<file path="src/rtl/wb_dma_if.sv">
// Wishbone B4 classic bus bundle used by the DMA copy engine.
//   master modport: drives adr/dat_w/we/sel/stb/cyc, samples dat_r/ack/err
//   slave modport : the mirror image, for responders and bench models
interface wb_dma_if;
    logic [31:0] adr;
    logic [31:0] dat_w;
    logic [31:0] dat_r;
    logic        we;
    logic [3:0]  sel;
    logic        stb;
    logic        cyc;
    logic        ack;
    logic        err;

    modport master (
        output adr, dat_w, we, sel, stb, cyc,
        input  dat_r, ack, err
    );

    modport slave (
        input  adr, dat_w, we, sel, stb, cyc,
        output dat_r, ack, err
    );
endinterface

</file>
<file path="src/rtl/wb_dma_copy.sv">
// Wishbone B4 classic DMA initiator: copies len_i 32-bit words from src_adr_i to dst_adr_i,
// one outstanding access, read-then-write per word, cyc held for the whole copy.
// Ports:
//   wb_clk_i, wb_rst_i      clock, synchronous active-low reset
//   start_i                 one-cycle request, only sampled while busy_o=0
//   src_adr_i, dst_adr_i    byte addresses, bits [1:0] ignored
//   len_i                   word count (0 gives an immediate done pulse)
//   busy_o, done_o, err_o   status: in progress, one-cycle end pulse, sticky abort flag
//   bus                     Wishbone master (wb_dma_if.master)
// Optional feature: define WB_DMA_TIMEOUT_EN to abort a beat that waits TIMEOUT_CYCLES
// cycles without ack/err.
module wb_dma_copy #(
    parameter int unsigned LEN_W          = 16,
    parameter int unsigned TIMEOUT_CYCLES = 256
) (
    input  logic             wb_clk_i,
    input  logic             wb_rst_i,
    input  logic             start_i,
    input  logic [31:0]      src_adr_i,
    input  logic [31:0]      dst_adr_i,
    input  logic [LEN_W-1:0] len_i,
    output logic             busy_o,
    output logic             done_o,
    output logic             err_o,
    wb_dma_if.master         bus
);

    typedef enum logic [2:0] {StIdle, StRead, StWrite, StDone, StAbort} state_e;

    state_e           state_q;
    logic [31:0]      src_q;
    logic [31:0]      dst_q;
    logic [LEN_W-1:0] cnt_q;
    logic             busy_q;
    logic             done_q;
    logic             err_q;
    logic [31:0]      adr_q;
    logic [31:0]      dat_q;   // read buffer, presented directly as write data
    logic             we_q;
    logic [3:0]       sel_q;
    logic             stb_q;
    logic             cyc_q;
    logic             tmo_hit;

    // Address LSBs are dropped on purpose.
    logic unused_bits;
    assign unused_bits = ^{src_adr_i[1:0], dst_adr_i[1:0]};

`ifdef WB_DMA_TIMEOUT_EN
    localparam int unsigned TMO_W = $clog2(TIMEOUT_CYCLES + 1);
    localparam logic [TMO_W-1:0] TMO_LAST = TMO_W'(TIMEOUT_CYCLES - 1);

    logic [TMO_W-1:0] tmo_q;

    // Counts edges a beat has waited; any ack or leaving the bus states restarts it.
    always_ff @(posedge wb_clk_i) begin
        if (!wb_rst_i) begin
            tmo_q <= '0;
        end else if ((state_q == StRead || state_q == StWrite) && !bus.ack) begin
            tmo_q <= tmo_q + 1'b1;
        end else begin
            tmo_q <= '0;
        end
    end

    assign tmo_hit = (tmo_q == TMO_LAST) && !bus.ack;
`else
    logic unused_tmo;
    assign unused_tmo = ^TIMEOUT_CYCLES;
    assign tmo_hit    = 1'b0;
`endif

    always_ff @(posedge wb_clk_i) begin
        if (!wb_rst_i) begin
            state_q <= StIdle;
            src_q   <= '0;
            dst_q   <= '0;
            cnt_q   <= '0;
            busy_q  <= 1'b0;
            done_q  <= 1'b0;
            err_q   <= 1'b0;
            adr_q   <= '0;
            dat_q   <= '0;
            we_q    <= 1'b0;
            sel_q   <= '0;
            stb_q   <= 1'b0;
            cyc_q   <= 1'b0;
        end else begin
            done_q <= 1'b0;
            unique case (state_q)
                // Done/abort are idle as far as start_i is concerned (busy_o is already 0).
                StIdle, StDone, StAbort: begin
                    state_q <= StIdle;
                    if (start_i) begin
                        err_q <= 1'b0;
                        if (len_i != '0) begin
                            src_q   <= {src_adr_i[31:2], 2'b00};
                            dst_q   <= {dst_adr_i[31:2], 2'b00};
                            cnt_q   <= len_i;
                            adr_q   <= {src_adr_i[31:2], 2'b00};
                            we_q    <= 1'b0;
                            sel_q   <= 4'hF;
                            stb_q   <= 1'b1;
                            cyc_q   <= 1'b1;
                            busy_q  <= 1'b1;
                            state_q <= StRead;
                        end else begin
                            done_q <= 1'b1;
                        end
                    end
                end
                StRead, StWrite: begin
                    // err beats ack when both arrive together
                    if (bus.err || tmo_hit) begin
                        state_q <= StAbort;
                        cyc_q   <= 1'b0;
                        stb_q   <= 1'b0;
                        we_q    <= 1'b0;
                        sel_q   <= '0;
                        busy_q  <= 1'b0;
                        err_q   <= 1'b1;
                        done_q  <= 1'b1;
                    end else if (bus.ack) begin
                        if (state_q == StRead) begin
                            dat_q   <= bus.dat_r;
                            adr_q   <= dst_q;
                            we_q    <= 1'b1;
                            state_q <= StWrite;
                        end else begin
                            src_q <= src_q + 32'd4;
                            dst_q <= dst_q + 32'd4;
                            cnt_q <= cnt_q - 1'b1;
                            if (cnt_q == LEN_W'(1)) begin
                                state_q <= StDone;
                                cyc_q   <= 1'b0;
                                stb_q   <= 1'b0;
                                we_q    <= 1'b0;
                                sel_q   <= '0;
                                busy_q  <= 1'b0;
                                done_q  <= 1'b1;
                            end else begin
                                // stb stays high: next beat starts on this same edge
                                adr_q   <= src_q + 32'd4;
                                we_q    <= 1'b0;
                                state_q <= StRead;
                            end
                        end
                    end
                end
                default: state_q <= StIdle;
            endcase
        end
    end

    assign busy_o    = busy_q;
    assign done_o    = done_q;
    assign err_o     = err_q;
    assign bus.adr   = adr_q;
    assign bus.dat_w = dat_q;
    assign bus.we    = we_q;
    assign bus.sel   = sel_q;
    assign bus.stb   = stb_q;
    assign bus.cyc   = cyc_q;

endmodule

</file>
<file path="src/flat_wrapper.sv">
// flat-port wrapper written by rule: the top's interface ports become plain ports
module wb_dma_copy_flat 
#(
    parameter int unsigned LEN_W          = 16,
    parameter int unsigned TIMEOUT_CYCLES = 256
)
  (wb_clk_i, wb_rst_i, start_i, src_adr_i, dst_adr_i, len_i, busy_o, done_o, err_o, bus_adr, bus_dat_w, bus_we, bus_sel, bus_stb, bus_cyc, bus_dat_r, bus_ack, bus_err);
  wb_dma_if bus_i ();
  input  logic wb_clk_i;
  input  logic wb_rst_i;
  input  logic start_i;
  input  logic [31:0] src_adr_i;
  input  logic [31:0] dst_adr_i;
  input  logic [LEN_W-1:0] len_i;
  output logic busy_o;
  output logic done_o;
  output logic err_o;
  output wire logic [$bits(bus_i.adr)-1:0] bus_adr;
  output wire logic [$bits(bus_i.dat_w)-1:0] bus_dat_w;
  output wire logic [$bits(bus_i.we)-1:0] bus_we;
  output wire logic [$bits(bus_i.sel)-1:0] bus_sel;
  output wire logic [$bits(bus_i.stb)-1:0] bus_stb;
  output wire logic [$bits(bus_i.cyc)-1:0] bus_cyc;
  input wire logic [$bits(bus_i.dat_r)-1:0] bus_dat_r;
  input wire logic [$bits(bus_i.ack)-1:0] bus_ack;
  input wire logic [$bits(bus_i.err)-1:0] bus_err;
  assign bus_adr = bus_i.adr;
  assign bus_dat_w = bus_i.dat_w;
  assign bus_we = bus_i.we;
  assign bus_sel = bus_i.sel;
  assign bus_stb = bus_i.stb;
  assign bus_cyc = bus_i.cyc;
  assign bus_i.dat_r = bus_dat_r;
  assign bus_i.ack = bus_ack;
  assign bus_i.err = bus_err;
  wb_dma_copy #(.LEN_W(LEN_W), .TIMEOUT_CYCLES(TIMEOUT_CYCLES)) u_core (.wb_clk_i(wb_clk_i), .wb_rst_i(wb_rst_i), .start_i(start_i), .src_adr_i(src_adr_i), .dst_adr_i(dst_adr_i), .len_i(len_i), .busy_o(busy_o), .done_o(done_o), .err_o(err_o), .bus(bus_i));
endmodule
</file>
<file path="config.mk">
export PLATFORM = sky130hd
export DESIGN_NAME = wb_dma_copy_flat
export DESIGN_NICKNAME = d
export VERILOG_FILES = /design/src/rtl/wb_dma_if.sv /design/src/rtl/wb_dma_copy.sv /design/src/flat_wrapper.sv
export SDC_FILE = /design/constraint.sdc
export NUM_CORES = 1
export LEC_CHECK = 0
export CORE_UTILIZATION = 50
export CTS_CLUSTER_SIZE = 16
export DETAILED_ROUTE_END_ITERATION = 16
export PLACE_DENSITY = 0.89
export RECOVER_POWER = 50
export SLEW_MARGIN = 10
export SYNTH_ARGS = -nofsm -noshare
export SYNTH_HDL_FRONTEND = slang
export SYNTH_SLANG_ARGS = --single-unit
export TNS_END_PERCENT = 5
</file>
<file path="constraint.sdc">
create_clock -name wb_clk_i -period 2.9 [get_ports wb_clk_i]
set_input_delay 0.58 -clock wb_clk_i [delete_from_list [all_inputs] [get_ports wb_clk_i]]
set_output_delay 0.58 -clock wb_clk_i [all_outputs]
set_load 0.005 [all_outputs]
</file>
==> run metrics, run 1 <==
Hold-fix buffers, CTS=0; number of gates resized after cts=0; crit-path leading delay family=simple AND/OR/NAND/NOR gates; Detailed Routing Iterations Pass 1=6; fin area=10,720 um^2; Ant. Diodes=0; GR Util All Layers=a little under a third; cell area after synthesis=8085 um^2; wire length per cell after detailed routing=~17 um; Post-synth EDFFs=0; Worst EP arrival=between 2 and 3 ns; Least-Margin Pin Slew=~1.2 ns; Relative slew margins=a little over a fifth; vias in the first global route=8,121; num rows=between 40 and 50; Distinct cells, synth=61; Setup WS post-layout=0.3343 ns; crit-path most repeated cell=or3_1; Clock Pin Slew Worst Setup and Hold Paths=~0.060 ns; Reg power frac=40.8%; RSZ-0062 raised after global routing=no; die height=approximately 130 um; PD cells=~530 nW/um^2; Psw=approximately 1.6 mW; Syn Inst Count=around 1,100; die width=129.2 um; CTS tree=built; Synth-to-Final Area Change=32.62%; internal power=between 4 and 5 mW; Crit Path Max Fanout=8; GR Overflow Total=0; Max Fclk=0.3898 GHz; io pins=roughly 190; Yosys warning total=0; ys async rst share=0%; pre-CTS WS=~0.11 ns; max incr delay on CP=between 0.6 and 0.7 ns; Core Region=between 15,000 and 20,000 um^2; vias post-DR=about 9,100; combinational family with the most area after synthesis=compound AO/OA/AOI/OAI gates; Critical Path Start Type=flip-flop; WP data required=3.25 ns; Worst Skew=0.008276 ns; Logic pwr share=~19%; max-cap violations=0; WS Path Type=reg2reg; clk_lat worst skew=roughly 0.43 ns; Switching Fraction=27.98%; Syn Area/Cell=~7.2 um^2; detailed-route DRC error count=0; total CTS buffers=17; Final GP Congestion=roughly 0.97; nets=roughly 1,400; initial antenna violation count=0; clock share of power=between 30 and 40%; HP Class=reg2reg; initial core utilization=51.08%; DR vias/cell=between 6 and 7; CTS root buf=clkbuf_16; CTS HTree Levels=4; ratio of cells with drive above 1 in the final layout=6.270%; total die area=approximately 17,000 um^2; synthesized net count=around 1,200; post-route clock period utilization=88.47%; Cells after DPL=roughly 1,400; Final ANT Viol Nets=0; Buffers on Ports=186; R2R Setup Slk=between 0.3 and 0.4 ns; drt initial violations=1,157; register area share after synthesis=between 30% and 40%; fin crit period=between 2 and 3 ns; Filler cells=between 1,000 and 1,500; buffers plus inverters on the worst setup path=0; post-DP HPWL=~17,000 um; status=completed; Yosys reg bits=approximately 150; WL final=roughly 26,000 um; setup TNS=0 ns; crit end category=flip-flop; Synth Area in Compound Gates=around 29%; largest net degree at the start of global routing=74; Top FF cell, synth=dfxtp_1; static leakage=4.053 nW; CP Cell Sequence=nand4_2 -> or3_1 -> or4_1 -> or3_1 -> o21a_1 -> o22ai_1; Synth Area in Simple Gates=a little over a quarter; Peak VDD IR=roughly 0.47 mV; clock sink count=approximately 150; Post-Synth XOR/XNOR Area=2.600%; first-pass GRT wire length=between 40,000 and 50,000 um; Layout Cells excl Fill=approximately 1,500; Setup Fix Bufs, Post-CTS=0; max-slew violations=0; Cell Area, Placed=between 10,000 and 15,000 um^2; Clock Tree Buf Depth=2; slowest CP cell=or4_1; most frequent cells in the layout=nand2_1 (193), dfxtp_1 (146), nor2_1 (116); fraction of synthesized area in multiplexers=less than 1%; post-synthesis adder-cell area fraction=less than 1%; commonest non-fill, non-tap cell in the layout=nand2_1; Final setup viols=0; Hold Vio Cnt, Final=0
## stage by stage
step           hold WS [ns]  util, %  power [mW]
3_5_place_dp         0.4461    64.00       3.445
6_report             0.4509    67.75       5.676
5_1_grt              0.4661    67.75       5.890
2_1_floorplan        0.4527        -       2.935
4_1_cts              0.4548    67.81       5.688
3_3_place_gp         0.4411    64.00       3.413
## flip-flops by register name, summed over array words and instances (netlist names)
signal            flops
u_core.bus.dat_w     32
u_core.bus.adr       31
u_core.dst_q         30
u_core.src_q         30
u_core.cnt_q         16
u_core.state_q        3
u_core.bus.sel        1
u_core.bus.we         1
u_core.done_o         1
u_core.err_o          1
## tightest hold or removal path: cells and delay by family (launching register included)
| family | cells | cell delay [ns] |
|---|---|---|
| compound gates | 1 | 0.05 |
| simple gates | 1 | 0.05 |
| flops | 1 | 0.30 |
## power by group through the flow
stage                     Clock [mW]  Sequential [mW]  Combinational (mW)
after detailed placement           0             2.35                1.09
after floorplan                    0             2.30               0.637
after global placement             0             2.34                1.07
after CTS                       2.27             2.31                1.11
final                           2.27             2.32                1.09
after global routing            2.36             2.33                1.20
## metal layers
metal  part of all wire (%)  up-vias  track usage, %
li1                       -     4287               -
met4                    3.6        0           14.74
met2                     47      520           48.70
met1                     40     4197           39.92
met5                      0        -               0
met3                    9.7       80           5.698
## cell usage after synthesis (5+ instances only)
cell | n | area (um^2)
a21oi_1 | 112 | 560.5
nand3_1 | 30 | 150.1
o21ai_0 | 88 | 440.4
nor3_1 | 27 | 135.1
dfxtp_1 | 146 | 2923
nor2b_1 | 5 | 31.28
a22oi_1 | 21 | 157.7
a41oi_1 | 6 | 52.55
a211oi_1 | 10 | 75.07
and3_1 | 17 | 106.4
clkbuf_1 | 83 | 311.6
buf_1 | 8 | 30.03
o31ai_1 | 14 | 105.1
nor4_1 | 18 | 112.6
xnor2_1 | 10 | 87.58
nand2b_1 | 8 | 50.05
a21o_1 | 10 | 75.07
or3_1 | 9 | 56.30
nand4_1 | 9 | 56.30
buf_4 | 7 | 52.55
o221a_2 | 8 | 90.09
and2_1 | 9 | 56.30
nand2_1 | 193 | 724.4
o22ai_1 | 9 | 56.30
a311oi_1 | 8 | 70.07
o31a_1 | 7 | 61.31
nor2_1 | 116 | 435.4
o21a_1 | 13 | 97.59
o211ai_1 | 13 | 97.59
a31oi_1 | 21 | 131.4
a2bb2oi_1 | 7 | 61.31
xor2_1 | 14 | 122.6
## final timing paths
path | depth (start not counted) | endpoint | startpoint
max | 6 | u_core.src_q[31] | u_core.src_q[4]
min | 2 | u_core.bus.adr[2] | u_core.bus.adr[2]
max reg2reg | 6 | u_core.src_q[31] | u_core.src_q[4]
min reg2reg | 2 | u_core.bus.adr[2] | u_core.bus.adr[2]
## cell families after synthesis
group | count (synthesis)
AO/OA/AOI/OAI | 369
XOR/XNOR | 24
adder cells (fa/ha/maj) | 4
buffers and inverters | 106
flip-flops | 146
multiplexers | 2
AND/OR/NAND/NOR | 465
## area by class of cell
class	count	area [um^2]	area share, %
well taps	216	270.3	2.520
flip-flops and latches	146	2923	27.26
repair buffers	214	2145	20.00
multi-input cells	864	4763	44.42
inverters	5	18.77	0.1750
clock inverters	10	132.6	1.237
clock buffers	21	470.5	4.387
Power figures use the tool's default switching activity.
==> run 2: changes to the inputs <==
CTS_CLUSTER_SIZE = 8   (was 16)
==> results of run 2 <==
No change in the layout: final DEF, timing and power equal those of run 1.
